<file path="src/rtl/sipo_frame_ctrl.sv">
// -----------------------------------------------------------------------------
// sipo_frame_ctrl
//
// Framed serial-in/parallel-out capture controller. A one-cycle start strobe
// opens a frame; exactly WIDTH qualified serial bits (bit_valid=1) are shifted
// into an internal register. The finished word is then presented on a
// valid/ready handshake and held until it is consumed.
//
// Handshake: word_out is valid and frozen while word_valid=1. A transfer
// happens on the rising edge where word_valid && word_ready are both 1;
// word_valid drops on that same edge unless a new frame completes later.
// word_valid never depends combinationally on word_ready.
//
// Optional feature (macro SIPO_FRAME_CTRL_PARITY_EN):
//   After WIDTH data bits, one extra qualified bit is taken as an even-parity
//   bit; parity_err = (^data) ^ parity_bit is presented with word_valid and
//   cleared when the word is consumed. Without the macro the parity state and
//   the parity_err port do not exist.
//
// Parameters:
//   WIDTH      data bits per frame (2..32)
//   MSB_FIRST  1: first received bit ends in word_out[WIDTH-1]
//              0: first received bit ends in word_out[0]
//
// Ports:
//   clk         rising-edge clock
//   rst         synchronous active-high reset
//   start       one-cycle frame-start strobe
//   bit_valid   serial_in is sampled when 1
//   serial_in   serial data bit
//   word_out    assembled word (stable while word_valid=1)
//   word_valid  word_out holds a complete frame
//   word_ready  consumer accepts the word when word_valid=1
//   busy        high while a frame is being shifted in
//   overrun     sticky: a bit or start arrived while a word was held
//   parity_err  parity mismatch of the held word (macro only)
//   state_dbg   current FSM state (0 idle, 1 shift, 2 parity, 3 hold)
//
// All outputs are registered.
// -----------------------------------------------------------------------------
module sipo_frame_ctrl #(
  parameter int WIDTH     = 4,
  parameter bit MSB_FIRST = 1'b1
) (
  input  logic             clk,
  input  logic             rst,
  input  logic             start,
  input  logic             bit_valid,
  input  logic             serial_in,
  output logic [WIDTH-1:0] word_out,
  output logic             word_valid,
  input  logic             word_ready,
  output logic             busy,
  output logic             overrun,
`ifdef SIPO_FRAME_CTRL_PARITY_EN
  output logic             parity_err,
`endif
  output logic [1:0]       state_dbg
);

  localparam int CW = $clog2(WIDTH + 1);
  localparam logic [CW-1:0] LAST = CW'(WIDTH - 1);

  typedef enum logic [1:0] {
    S_IDLE   = 2'd0,
    S_SHIFT  = 2'd1,
    S_PARITY = 2'd2,
    S_HOLD   = 2'd3
  } state_t;

  state_t           state;
  logic [CW-1:0]    cnt;
  logic [WIDTH-1:0] sr;
  logic [WIDTH-1:0] sr_next;

  // Shift register value after accepting serial_in this cycle.
  always_comb begin
    sr_next = sr;
    if (MSB_FIRST) sr_next = {sr[WIDTH-2:0], serial_in};
    else           sr_next = {serial_in, sr[WIDTH-1:1]};
  end

  assign state_dbg = state;

  always_ff @(posedge clk) begin
    if (rst) begin
      state      <= S_IDLE;
      cnt        <= '0;
      sr         <= '0;
      word_out   <= '0;
      word_valid <= 1'b0;
      busy       <= 1'b0;
      overrun    <= 1'b0;
`ifdef SIPO_FRAME_CTRL_PARITY_EN
      parity_err <= 1'b0;
`endif
    end else begin
      case (state)
        S_IDLE: begin
          // bit_valid is ignored until a frame is opened.
          if (start) begin
            state <= S_SHIFT;
            cnt   <= '0;
            sr    <= '0;
            busy  <= 1'b1;
          end
        end

        S_SHIFT: begin
          // A restart wins over any bit presented in the same cycle,
          // including the last bit of the frame.
          if (start) begin
            cnt <= '0;
            sr  <= '0;
          end else if (bit_valid) begin
            sr <= sr_next;
            if (cnt == LAST) begin
              word_out <= sr_next;
              cnt      <= '0;
`ifdef SIPO_FRAME_CTRL_PARITY_EN
              state    <= S_PARITY;
`else
              state      <= S_HOLD;
              word_valid <= 1'b1;
              busy       <= 1'b0;
`endif
            end else begin
              cnt <= cnt + 1'b1;
            end
          end
        end

`ifdef SIPO_FRAME_CTRL_PARITY_EN
        S_PARITY: begin
          if (start) begin
            state <= S_SHIFT;
            cnt   <= '0;
            sr    <= '0;
          end else if (bit_valid) begin
            // Even parity: data bits plus parity bit must xor to 0.
            parity_err <= (^word_out) ^ serial_in;
            word_valid <= 1'b1;
            busy       <= 1'b0;
            state      <= S_HOLD;
          end
        end
`endif

        S_HOLD: begin
          // Any bit arriving while a word is held is lost; a start is lost
          // only if it cannot chain onto the handover.
          if (bit_valid || (start && !word_ready)) begin
            overrun <= 1'b1;
          end
          if (word_ready) begin
            word_valid <= 1'b0;
`ifdef SIPO_FRAME_CTRL_PARITY_EN
            parity_err <= 1'b0;
`endif
            if (start) begin
              // Back-to-back frame: no idle cycle between words.
              state <= S_SHIFT;
              cnt   <= '0;
              sr    <= '0;
              busy  <= 1'b1;
            end else begin
              state <= S_IDLE;
            end
          end
        end

        default: begin
          state <= S_IDLE;
        end
      endcase
    end
  end

endmodule

</file>
<file path="config.mk">
export PLATFORM = sky130hd
export DESIGN_NAME = sipo_frame_ctrl
export DESIGN_NICKNAME = d
export VERILOG_FILES = /design/src/rtl/sipo_frame_ctrl.sv
export SDC_FILE = /design/constraint.sdc
export NUM_CORES = 1
export LEC_CHECK = 0
export ABC_AREA = 1
export BUFFER_PORTS_ARGS = -buffer_cell sky130_fd_sc_hd__clkbuf_2
export CAP_MARGIN = 20
export CORE_UTILIZATION = 43
export DETAILED_ROUTE_END_ITERATION = 12
export PLACE_DENSITY = 0.63
export SYNTH_ARGS = -nofsm -noshare
export SYNTH_HDL_FRONTEND = slang
export SYNTH_SLANG_ARGS = --single-unit
</file>
<file path="constraint.sdc">
create_clock -name clk -period 1.6 [get_ports clk]
set_clock_uncertainty 0.2 [all_clocks]
set_input_delay 0.08 -clock clk [delete_from_list [all_inputs] [get_ports clk]]
set_output_delay 0.08 -clock clk [all_outputs]
set_load 0.01 [all_outputs]
</file>
==> summary.txt, run 1 <==
Floorplan
  – Initial Utilization: 47.0%
  – Die Width: 42.8 µm
  – Ports: 15
  – Std-Cell Core Area: 1520 µm²
  – # rows: 14
  – DIE HEIGHT: 42.8 µm
  – Die ar.: 1830 µm²

Layout
  – Diode count: 0
  – Filler cells: 160
  – Non-filler cells in the finished layout: 138
  – Design area: 885 µm²
  – Reg area: 302 µm²
  – Area occupied by multi-input gates: 353 µm²
  – Final #Nets: 130
  – Fin util: 58.0%
  – Share of cells above drive strength 1: 24.6%
  – P&R area growth vs syn: 23.4%

Placement
  – Placed Cells: 130
  – Area of placed instances: 815 µm²
  – Dpl hpwl: 1200 µm
  – IO buf count: 14
  – Pre-CTS setup slack: 87.5 ps
  – Routability cong.: 0.808

Worst setup path
  – Crit. End Element: register
  – Register-to-register setup slack: 130 ps
  – Crit path top cell by count: nor2_1
  – Slowest CP cell: dlygate4sd3_1
  – Max FO, Critical Path: 6
  – Crit Path Class: in2reg
  – CP Data Arrival Time: 1500 ps
  – Kind of start point of the critical path: input pin
  – Req. time, crit path: 1580 ps
  – Critical Path Max Stage Delay: 540 ps
  – CP Cell Sequence: dlygate4sd3_1, clkbuf_2, inv_4, nand2_1, nor3_4, inv_2, nor2_1, nor2_1

Synthesis
  – Syn Nets: 106
  – EDFF count, synth: 0
  – Distinct cell type count after synthesis: 20
  – Mean post-synth cell area: 7.24 µm²
  – Post-synth top cells: nor2_1, dfxtp_1, nand2_1
  – Synth area leader: dfxtp_1
  – Synthesized netlist cell count: 99
  – Post-synth top flop: dfxtp_1
  – Synthesized flop and latch total: 15
  – Cell Area, Synth: 717 µm²
  – Synth top area share: 41.9%
  – Top cells by area, synth: dfxtp_1, nor2_1, a21oi_1
  – Most frequent cell after synthesis: nor2_1
  – Yosys warns: 0
  – Share of the yosys chip area belonging to registers: 41.9%
  – Post-synthesis async set-or-reset flop share: 0%

Timing
  – Fin crit period: 1520 ps
  – Hold WS: 64.9 ps
  – Max-slew violations: 0
  – Final hold violations: 0
  – Final Cycle Share: 95.1%
  – F_max: 0.657 GHz
  – Final setup viols: 0
  – Slew @ Worst Pin: 254 ps
  – Setup ws final: 77.6 ps
  – Slew HR: 83.0%

Hold path
  – Hold crit path type: in2reg

Detailed routing
  – Detailed Route Iter0 Violations: 10
  – DRT antenna net count: 0
  – Total wire length: 1610 µm
  – Via count: 691
  – Avg WL per Cell: 11.7 µm
  – TritonRoute pass-1 iters: 4
  – Vias/cell: 5.01
  – DRC violations left: 0

Status
  – Status: complete, no violations

Clock network
  – Max clock buf depth: 2
  – CTS tree: done
  – Reg clk slew, reported paths: 90 ps
  – H-Tree Depth: 1
  – Clk sinks: 15
  – Setup Buffers After CTS: 0
  – TritonCTS buffer count: 3
  – Clock insertion delay at the later pin of the skew report: 270 ps
  – Clock root cell: clkbuf_4

Global route
  – Number of global-route vias before repair: 622
  – Largest net degree at the start of global routing: 10
  – First-pass GRT wire length: 2620 µm
  – Overflow after GRT: 0
  – Initial antenna violation count: 0
  – Overall routing resource usage: 18.5%

Power
  – Power density cells: 819 nW/µm²
  – Max IR drop VDD: 0.498 mV
  – Leak Pwr: 0.425 nW

Flow run
  – Max Cap Viol: 0
[flip-flops by register name (all words and copies together), names as in the netlist]
| signal | count |
|---|---|
| word_valid | 1 |
| overrun | 1 |
| state_dbg | 2 |
| word_out | 4 |
| busy | 1 |
| cnt | 3 |
| sr | 3 |
[cells in the final DEF (no fill, tap or decap), types with 2 or more instances in the layout]
cell / n
o21ai_1: 2
dlygate4sd3_1: 4
clkbuf_2: 14
o21ai_0: 6
clkbuf_4: 3
buf_4: 3
inv_1: 10
nand4_1: 3
dfxtp_1: 14
a21oi_1: 11
nand2_1: 14
inv_2: 2
nor2_1: 18
nand3_1: 7
[report_power, final]
| group | switching [W] | internal (W) |
|---|---|---|
| Combinational | 0.0000668 | 0.0000460 |
| Sequential | 0.0000109 | 0.000385 |
| Clock | 0.000119 | 0.0000965 |
[worst max-delay path, delay by kind of cell]
kind,cells,cell delay (ps)
buf+inv,4,900
simple gates,4,520
[repair_timing]
item                       in CTS  in global routing
setup endpoints to repair       0                  5
hold buffers                    4                  0
resized for setup               0                  2
hold endpoints to repair        8                  0
[through the flow]
stage,power (W),setup TNS [ps]
3_5_place_dp,0.000507,0
4_1_cts,0.000734,0
2_1_floorplan,0.000477,0
5_1_grt,0.000762,-4.68
3_3_place_gp,0.000505,0
6_report,0.000724,0
[path summary, 6_finish.rpt]
path	end	depth (start not counted)	start
worst max-delay path	word_out[0]	8	start
worst min-delay path	state_dbg[1]	5	bit_valid
worst max register to register	word_out[0]	6	cnt[0]
worst min register to register	word_valid	2	word_valid
[kinds of logic (layout without fill, tap and decap cells)]
logic type                 after synthesis  in the layout  synth area share (%)
AOI/OAI and AO/OA                       22             22                  17.6
buffers and inverters                   15             38                  8.90
and+or+nand+nor                         46             46                  29.8
adders and majority gates                1              1                  1.74
DFF                                     15             15                  41.9
[cell type report]
| type | count | area share [%] |
|---|---|---|
| clock buffers | 4 | 2.97 |
| flip-flops and latches | 15 | 34.1 |
| well taps | 16 | 2.26 |
| inverters | 13 | 5.80 |
| repair buffers | 21 | 15.0 |
| multi-input cells | 69 | 39.9 |
[metal layers]
layer  GRT usage, %  wire [µm]  vias to the layer above
met2           31.8        760                       11
met1           24.3        793                      309
met4           3.75          0                        0
met3           2.98         59                        0
met5              0          0                        -
li1               -          -                      371
Power figures use the tool's default switching activity.
==> inputs of run 2 (changes only) <==
==> constraint.sdc (replaced) <==
create_clock -name clk -period 1.9 [get_ports clk]
set_clock_uncertainty 0.2 [all_clocks]
set_input_delay 0.095 -clock clk [delete_from_list [all_inputs] [get_ports clk]]
set_output_delay 0.095 -clock clk [all_outputs]
set_load 0.01 [all_outputs]
==> run 2 against run 1 <==
Effect of this change: non-clock buffer count shrank 4; critical path depth decreased by 3; power down 16%; cell count fell by 2.9%; design area decreased by 3.8%; clock power decreased by 14%; die area stayed put; core utilization decreased by 2.2 points.
==> summary.txt, run 2 (synthesis results as in run 1) <==
Layout
  – Design area: 851 µm² (-3.8%)
  – Largest reg by FF count: word_out
  – Largest register FFs: 4 (unchanged)
  – Share of cells above drive strength 1: 23.7% (-0.86 points)
  – Most frequent cells in the layout: nor2_1, nand2_1, dfxtp_1, clkbuf_2, a21oi_1
  – P&R area growth vs syn: 18.7%
  – Regs by FF count: word_out: 4 flops, cnt: 3 flops, sr: 3 flops
  – Final #Nets: 126 (-3.1%)
  – Non-filler cells in the finished layout: 134 (-2.9%)
  – Most common cell after layout, fill and taps aside: nor2_1
  – Diode count: 0 (unchanged)

Power
  – Internal power: 0.000435 W (-18%)
  – Clk pwr share: 30.7% (+0.9 points)
  – Reg power frac: 55.3% (+0.7 points)
  – Sw frac: 28.1% (+0.93 points)
  – Psw: 0.000170 W (-14%)
  – Leak Pwr: 0.410 nW (-3.5%)
  – Logic pwr share: 14.0% (-1.6 points)
  – Max IR drop VDD: 0.411 mV (-17%)
  – Power density cells: 711 nW/µm² (-13%)

Floorplan
  – Die Width: 42.8 µm (unchanged)
  – DIE HEIGHT: 42.8 µm (unchanged)
  – Initial Utilization: 47.0% (unchanged)
  – Std-Cell Core Area: 1520 µm² (unchanged)
  – # rows: 14 (unchanged)
  – Ports: 15 (unchanged)
  – Die ar.: 1830 µm² (unchanged)

Detailed routing
  – TritonRoute pass-1 iters: 3 (-1)
  – Via count: 676 (-2.2%)
  – DRC violations left: 0 (unchanged)
  – DRT antenna net count: 0 (unchanged)
  – Vias/cell: 5.04 (+0.75%)
  – Detailed Route Iter0 Violations: 6 (-4)
  – Avg WL per Cell: 11.6 µm (-0.72%)
  – Total wire length: 1560 µm (-3.6%)

Global route
  – Number of global-route vias before repair: 666 (+7.1%)
  – Largest net degree at the start of global routing: 10 (unchanged)
  – Initial antenna violation count: 0 (unchanged)
  – First-pass GRT wire length: 2770 µm (+6.0%)
  – Overflow after GRT: 0 (unchanged)
  – Overall routing resource usage: 20.2% (+1.6 points)

Worst setup path
  – Critical path's top delay family: compound AO/OA/AOI/OAI gates
  – Crit. End Element: register
  – Slowest CP cell: dfxtp_2
  – Kind of start point of the critical path: register
  – Buf+Inv Stages, Crit Path: 1 (-3)
  – Max FO, Critical Path: 9 (+3)
  – Req. time, crit path: 1880 ps (+300 ps)
  – CP Data Arrival Time: 1540 ps (+40 ps)
  – CP Cell Sequence: inv_1, o21ai_2, nand2_2, o21ai_0, nor2_1
  – Crit Path Class: reg2reg
  – Critical Path Max Stage Delay: 450 ps (-90 ps)

Flow run
  – Max Cap Viol: 0 (unchanged)

Placement
  – IO buf count: 14 (unchanged)
  – Routability cong.: 0.785 (-2.8%)
  – Dpl hpwl: 1170 µm (-2.5%)
  – Area of placed instances: 792 µm² (-2.8%)
  – Placed Cells: 127 (-2.3%)

Clock network
  – Clk sinks: 15 (unchanged)
  – Clock root cell: clkbuf_4
  – TritonCTS buffer count: 3 (unchanged)
  – Clock insertion delay at the later pin of the skew report: 290 ps (+20 ps)
  – CTS tree: done
  – Reg clk slew, reported paths: 100 ps (about the same)
  – Setup Buffers After CTS: 0 (unchanged)
  – Max clock buf depth: 2 (unchanged)
  – H-Tree Depth: 1 (unchanged)

Timing
  – Max-slew violations: 0 (unchanged)
  – Setup TNS: 0 ps (unchanged)
  – RSZ-0062 raised after global routing: false
  – F_max: 0.641 GHz
  – Final hold violations: 0 (unchanged)
  – Final Cycle Share: 82.1%
  – Fin crit period: 1560 ps
  – Slew HR: 77.5% (-5.5 points)
  – Final setup viols: 0 (unchanged)
  – Slew @ Worst Pin: 338 ps (+83.8 ps)

Status
  – Status: complete, no violations

Hold path
  – Hold crit path type: in2reg
[run 2: changes by cell type in the layout (fill, tap and decap cells not counted), sizes merged]
| cell | previous run | this run |
|---|---|---|
| buf | 3 | 0 |
| clkbuf | 18 | 17 |
| clkinv | 0 | 1 |
| dlygate4sd3 | 4 | 3 |
[run 2: worst paths after layout]
kind	startpoint	endpoint	slack, ps	cells after the start
max	state_dbg[0]	cnt[1]	340	5
min	start	sr[1]	10	4
max reg2reg	state_dbg[0]	cnt[1]	340	5
min reg2reg	sr[0]	word_out[1]	270	2
[run 2: final cells by class]
type,instances,area [µm²]
clock inverters,1,5.00
fillers,152,673
multi-input cells,69,353
inverters,13,48.8
repair buffers,17,100
flip-flops and latches,15,302
clock buffers,3,22.5
well taps,16,20.0
[run 2: power by group through the flow]
stage / logic, W / clock network, W / registers (W)
floorplan: 0.0000631 / 0 / 0.000339
global placement: 0.0000797 / 0 / 0.000342
detailed placement: 0.0000801 / 0 / 0.000342
CTS: 0.0000854 / 0.000189 / 0.000334
global route: 0.0000984 / 0.000197 / 0.000337
finish: 0.0000847 / 0.000186 / 0.000335
[run 2: timing repair]
item / 4_1_cts / 5_1_grt
setup endpoints to repair: 0 / 1
gates resized for setup: 0 / 1
hold endpoints to repair: 8 / 0
hold buffers: 3 / 0
[run 2: routing by layer]
metal  global-route usage (%)  wire [µm]  vias up  share of wire (%)
met3                     2.55         33        2                2.1
met1                     24.2        746      304                 48
met2                     33.9        756        6                 49
met4                     11.9         19        0                1.2
met5                        0          0        -                  0
li1                         -          -      364                  -
[run 2: tightest hold or removal path, stage by stage]
cell and delay (ps):
clkbuf_2 130, nor2_2 80, nand4_1 90, a21oi_1 60
[run 2: metrics by stage]
stage | setup WS, ps | util (%) | power [W] | hold slack (ps)
finish | 340 | 55.8 | 0.000605 | 12.6
global route | 131 | 55.8 | 0.000632 | 23.5
CTS | 183 | 55.7 | 0.000608 | 3.56
detailed placement | 219 | 52.0 | 0.000422 | 158
global placement | 233 | 52.0 | 0.000421 | 149
floorplan | 492 | - | 0.000402 | 29.9
==> inputs of run 3 (changes only) <==
==> constraint.sdc (replaced) <==
create_clock -name clk -period 1.5 [get_ports clk]
set_clock_uncertainty 0.2 [all_clocks]
set_input_delay 0.075 -clock clk [delete_from_list [all_inputs] [get_ports clk]]
set_output_delay 0.075 -clock clk [all_outputs]
set_load 0.01 [all_outputs]
==> run 3 against run 2 <==
Effect of this change: register-to-register slack lost 240 ps; critical path type is now in2reg; clock power is 26% higher; highest routed layer unchanged; hold slack better by 8.5 ps; critical endpoint is now word_out[1].
==> summary.txt, run 3 (synthesis results as in run 1) <==
Status
  – Status: complete, no violations

Clock network
  – Clk sinks: 15 (unchanged)
  – TritonCTS buffer count: 3 (unchanged)
  – Reg clk slew, reported paths: 90 ps (about the same)
  – Max clock buf depth: 2 (unchanged)
  – H-Tree Depth: 1 (unchanged)
  – CTS tree: done
  – Clock root cell: clkbuf_4
  – Clock insertion delay at the later pin of the skew report: 280 ps (about the same)

Placement
  – Placed Cells: 131 (+3.1%)
  – IO buf count: 14 (unchanged)
  – Dpl hpwl: 1160 µm (-0.46%)
  – Routability cong.: 0.835 (+6.3%)
  – Pre-CTS setup slack: 5.80 ps (-213 ps)

Timing
  – F_max: 0.706 GHz
  – Setup ws final: 84.2 ps (-256 ps)
  – Setup TNS: 0 ps (unchanged)
  – Final hold violations: 0 (unchanged)
  – Final setup viols: 0 (unchanged)
  – Slew @ Worst Pin: 197 ps (-141 ps)
  – RSZ-0062 raised after global routing: false
  – Fin crit period: 1420 ps
  – Final Cycle Share: 94.4%
  – Slew HR: 86.9% (+9.4 points)
  – Max-slew violations: 0 (unchanged)

Layout
  – Diode count: 0 (unchanged)
  – Most frequent cells in the layout: nor2_1, clkbuf_2, nand2_1
  – Reg area: 305 µm² (+1.2%)
  – Largest reg by FF count: word_out
  – Area occupied by multi-input gates: 368 µm² (+4.3%)
  – Share of cells above drive strength 1: 29.8% (+6.1 points)
  – Filler cells: 150 (-1.3%)
  – Final #Nets: 132 (+4.8%)
  – P&R area growth vs syn: 28.6%
  – Regs by FF count: word_out: 4 flops, cnt: 3 flops, sr: 3 flops
  – Largest register FFs: 4 (unchanged)
  – Non-filler cells in the finished layout: 140 (+4.5%)
  – Most common cell after layout, fill and taps aside: nor2_1

Power
  – Max IR drop VDD: 0.596 mV (+45%)
  – Power density cells: 849 nW/µm² (+19%)
  – Leak Pwr: 0.436 nW (+6.3%)

Global route
  – Overflow after GRT: 0 (unchanged)
  – Initial antenna violation count: 0 (unchanged)
  – Number of global-route vias before repair: 660 (-0.90%)
  – Overall routing resource usage: 19.3% (-0.88 points)
  – First-pass GRT wire length: 2610 µm (-6.0%)
  – Largest net degree at the start of global routing: 10 (unchanged)

Detailed routing
  – Vias/cell: 5.02 (-0.46%)
  – Met3 wire length: 40 µm (+21%)
  – Routed wl met2: 738 µm (-2.4%)
  – DRT antenna net count: 0 (unchanged)
  – Met1 WL: 790 µm (+5.9%)
  – Avg WL per Cell: 11.4 µm (-1.5%)
  – Top Metal Used: met4
  – TritonRoute pass-1 iters: 4 (+1)
  – Total wire length: 1600 µm (+2.9%)
  – Detailed Route Iter0 Violations: 20 (+14)
  – Via count: 703 (+4.0%)
  – DRC violations left: 0 (unchanged)

Hold path
  – Hold Path Cell Cnt: 5 (+1)
  – Worst Hold End: state_dbg[1]
  – HP Start: bit_valid
  – Hold crit path type: in2reg

Worst setup path
  – CP Data Arrival Time: 1430 ps (-110 ps)
  – Req. time, crit path: 1520 ps (-360 ps)
  – Kind of start point of the critical path: input pin
  – Reg2reg end: word_out[1]
  – Register-to-register setup slack: 100 ps (-240 ps)
  – Crit. End Element: register
  – Max FO, Critical Path: 5 (-4)
  – Crit Path Class: in2reg
  – R2r worst-path depth: 6 (+1)
  – Reg2Reg Launch Point: cnt[0]

Floorplan
  – Ports: 15 (unchanged)
  – Initial Utilization: 47.0% (unchanged)
  – Die ar.: 1830 µm² (unchanged)
  – DIE HEIGHT: 42.8 µm (unchanged)
  – # rows: 14 (unchanged)
  – Std-Cell Core Area: 1520 µm² (unchanged)
  – Die Width: 42.8 µm (unchanged)

Flow run
  – Max Cap Viol: 0 (unchanged)
==> run 3: timing repair <==
action,CTS,global route
endpoints found under the setup margin,1,8
resized for setup,1,9
endpoints found under the hold margin,9,0
setup buffers,0,1
hold buffers,4,0
==> run 3: worst max path at each step <==
stage / start / endpoint / slack [ps] / cells after the start
finish: start / word_out[1] / 80 / 8
global route: start / word_out[1] / 7 / 8
CTS: cnt[0] / word_out[1] / 8 / 6
detailed placement: cnt[0] / word_out[1] / 6 / 6
global placement: cnt[0] / word_out[1] / 70 / 6
floorplan: state_dbg[0] / cnt[1] / 90 / 6
==> run 3: routing by layer <==
layer / vias up / track usage, %
met5: - / 0
met2: 11 / 31.5
li1: 374 / -
met4: 0 / 13.1
met1: 314 / 23.2
met3: 4 / 2.55
==> run 3: per-stage QoR <==
stage,hold slack (ps),instance area [µm²],power [W],utilization (%)
after floorplan,9.95,717,0.000509,-
after global placement,126,822,0.000539,53.9
after detailed placement,129,822,0.000540,53.9
after CTS,26.6,891,0.000777,58.5
after global routing,69.7,922,0.000811,60.5
final,21.2,922,0.000783,60.5
==> run 3: critical path: stages <==
cell	delay (ps)
dlygate4sd3_1	540
clkbuf_2	160
inv_4	90
nand2_1	90
nor3_4	170
buf_6	140
o21ai_1	60
a21oi_1	120
==> run 3: cell type report <==
type,count,area share [%]
clock buffers,4,2.85
well taps,16,2.17
multi-input cells,69,39.9
flip-flops and latches,15,33.1
inverters,13,5.56
repair buffers,23,16.4
==> run 3: where the power goes <==
group / leakage, nW / internal, W / total, W / switching (W)
combinational: 0.298 / 0.0000517 / 0.000123 / 0.0000716
sequential: 0.123 / 0.000411 / 0.000424 / 0.0000130
clock: 0.0150 / 0.000103 / 0.000235 / 0.000132
total: 0.436 / 0.000566 / 0.000783 / 0.000217
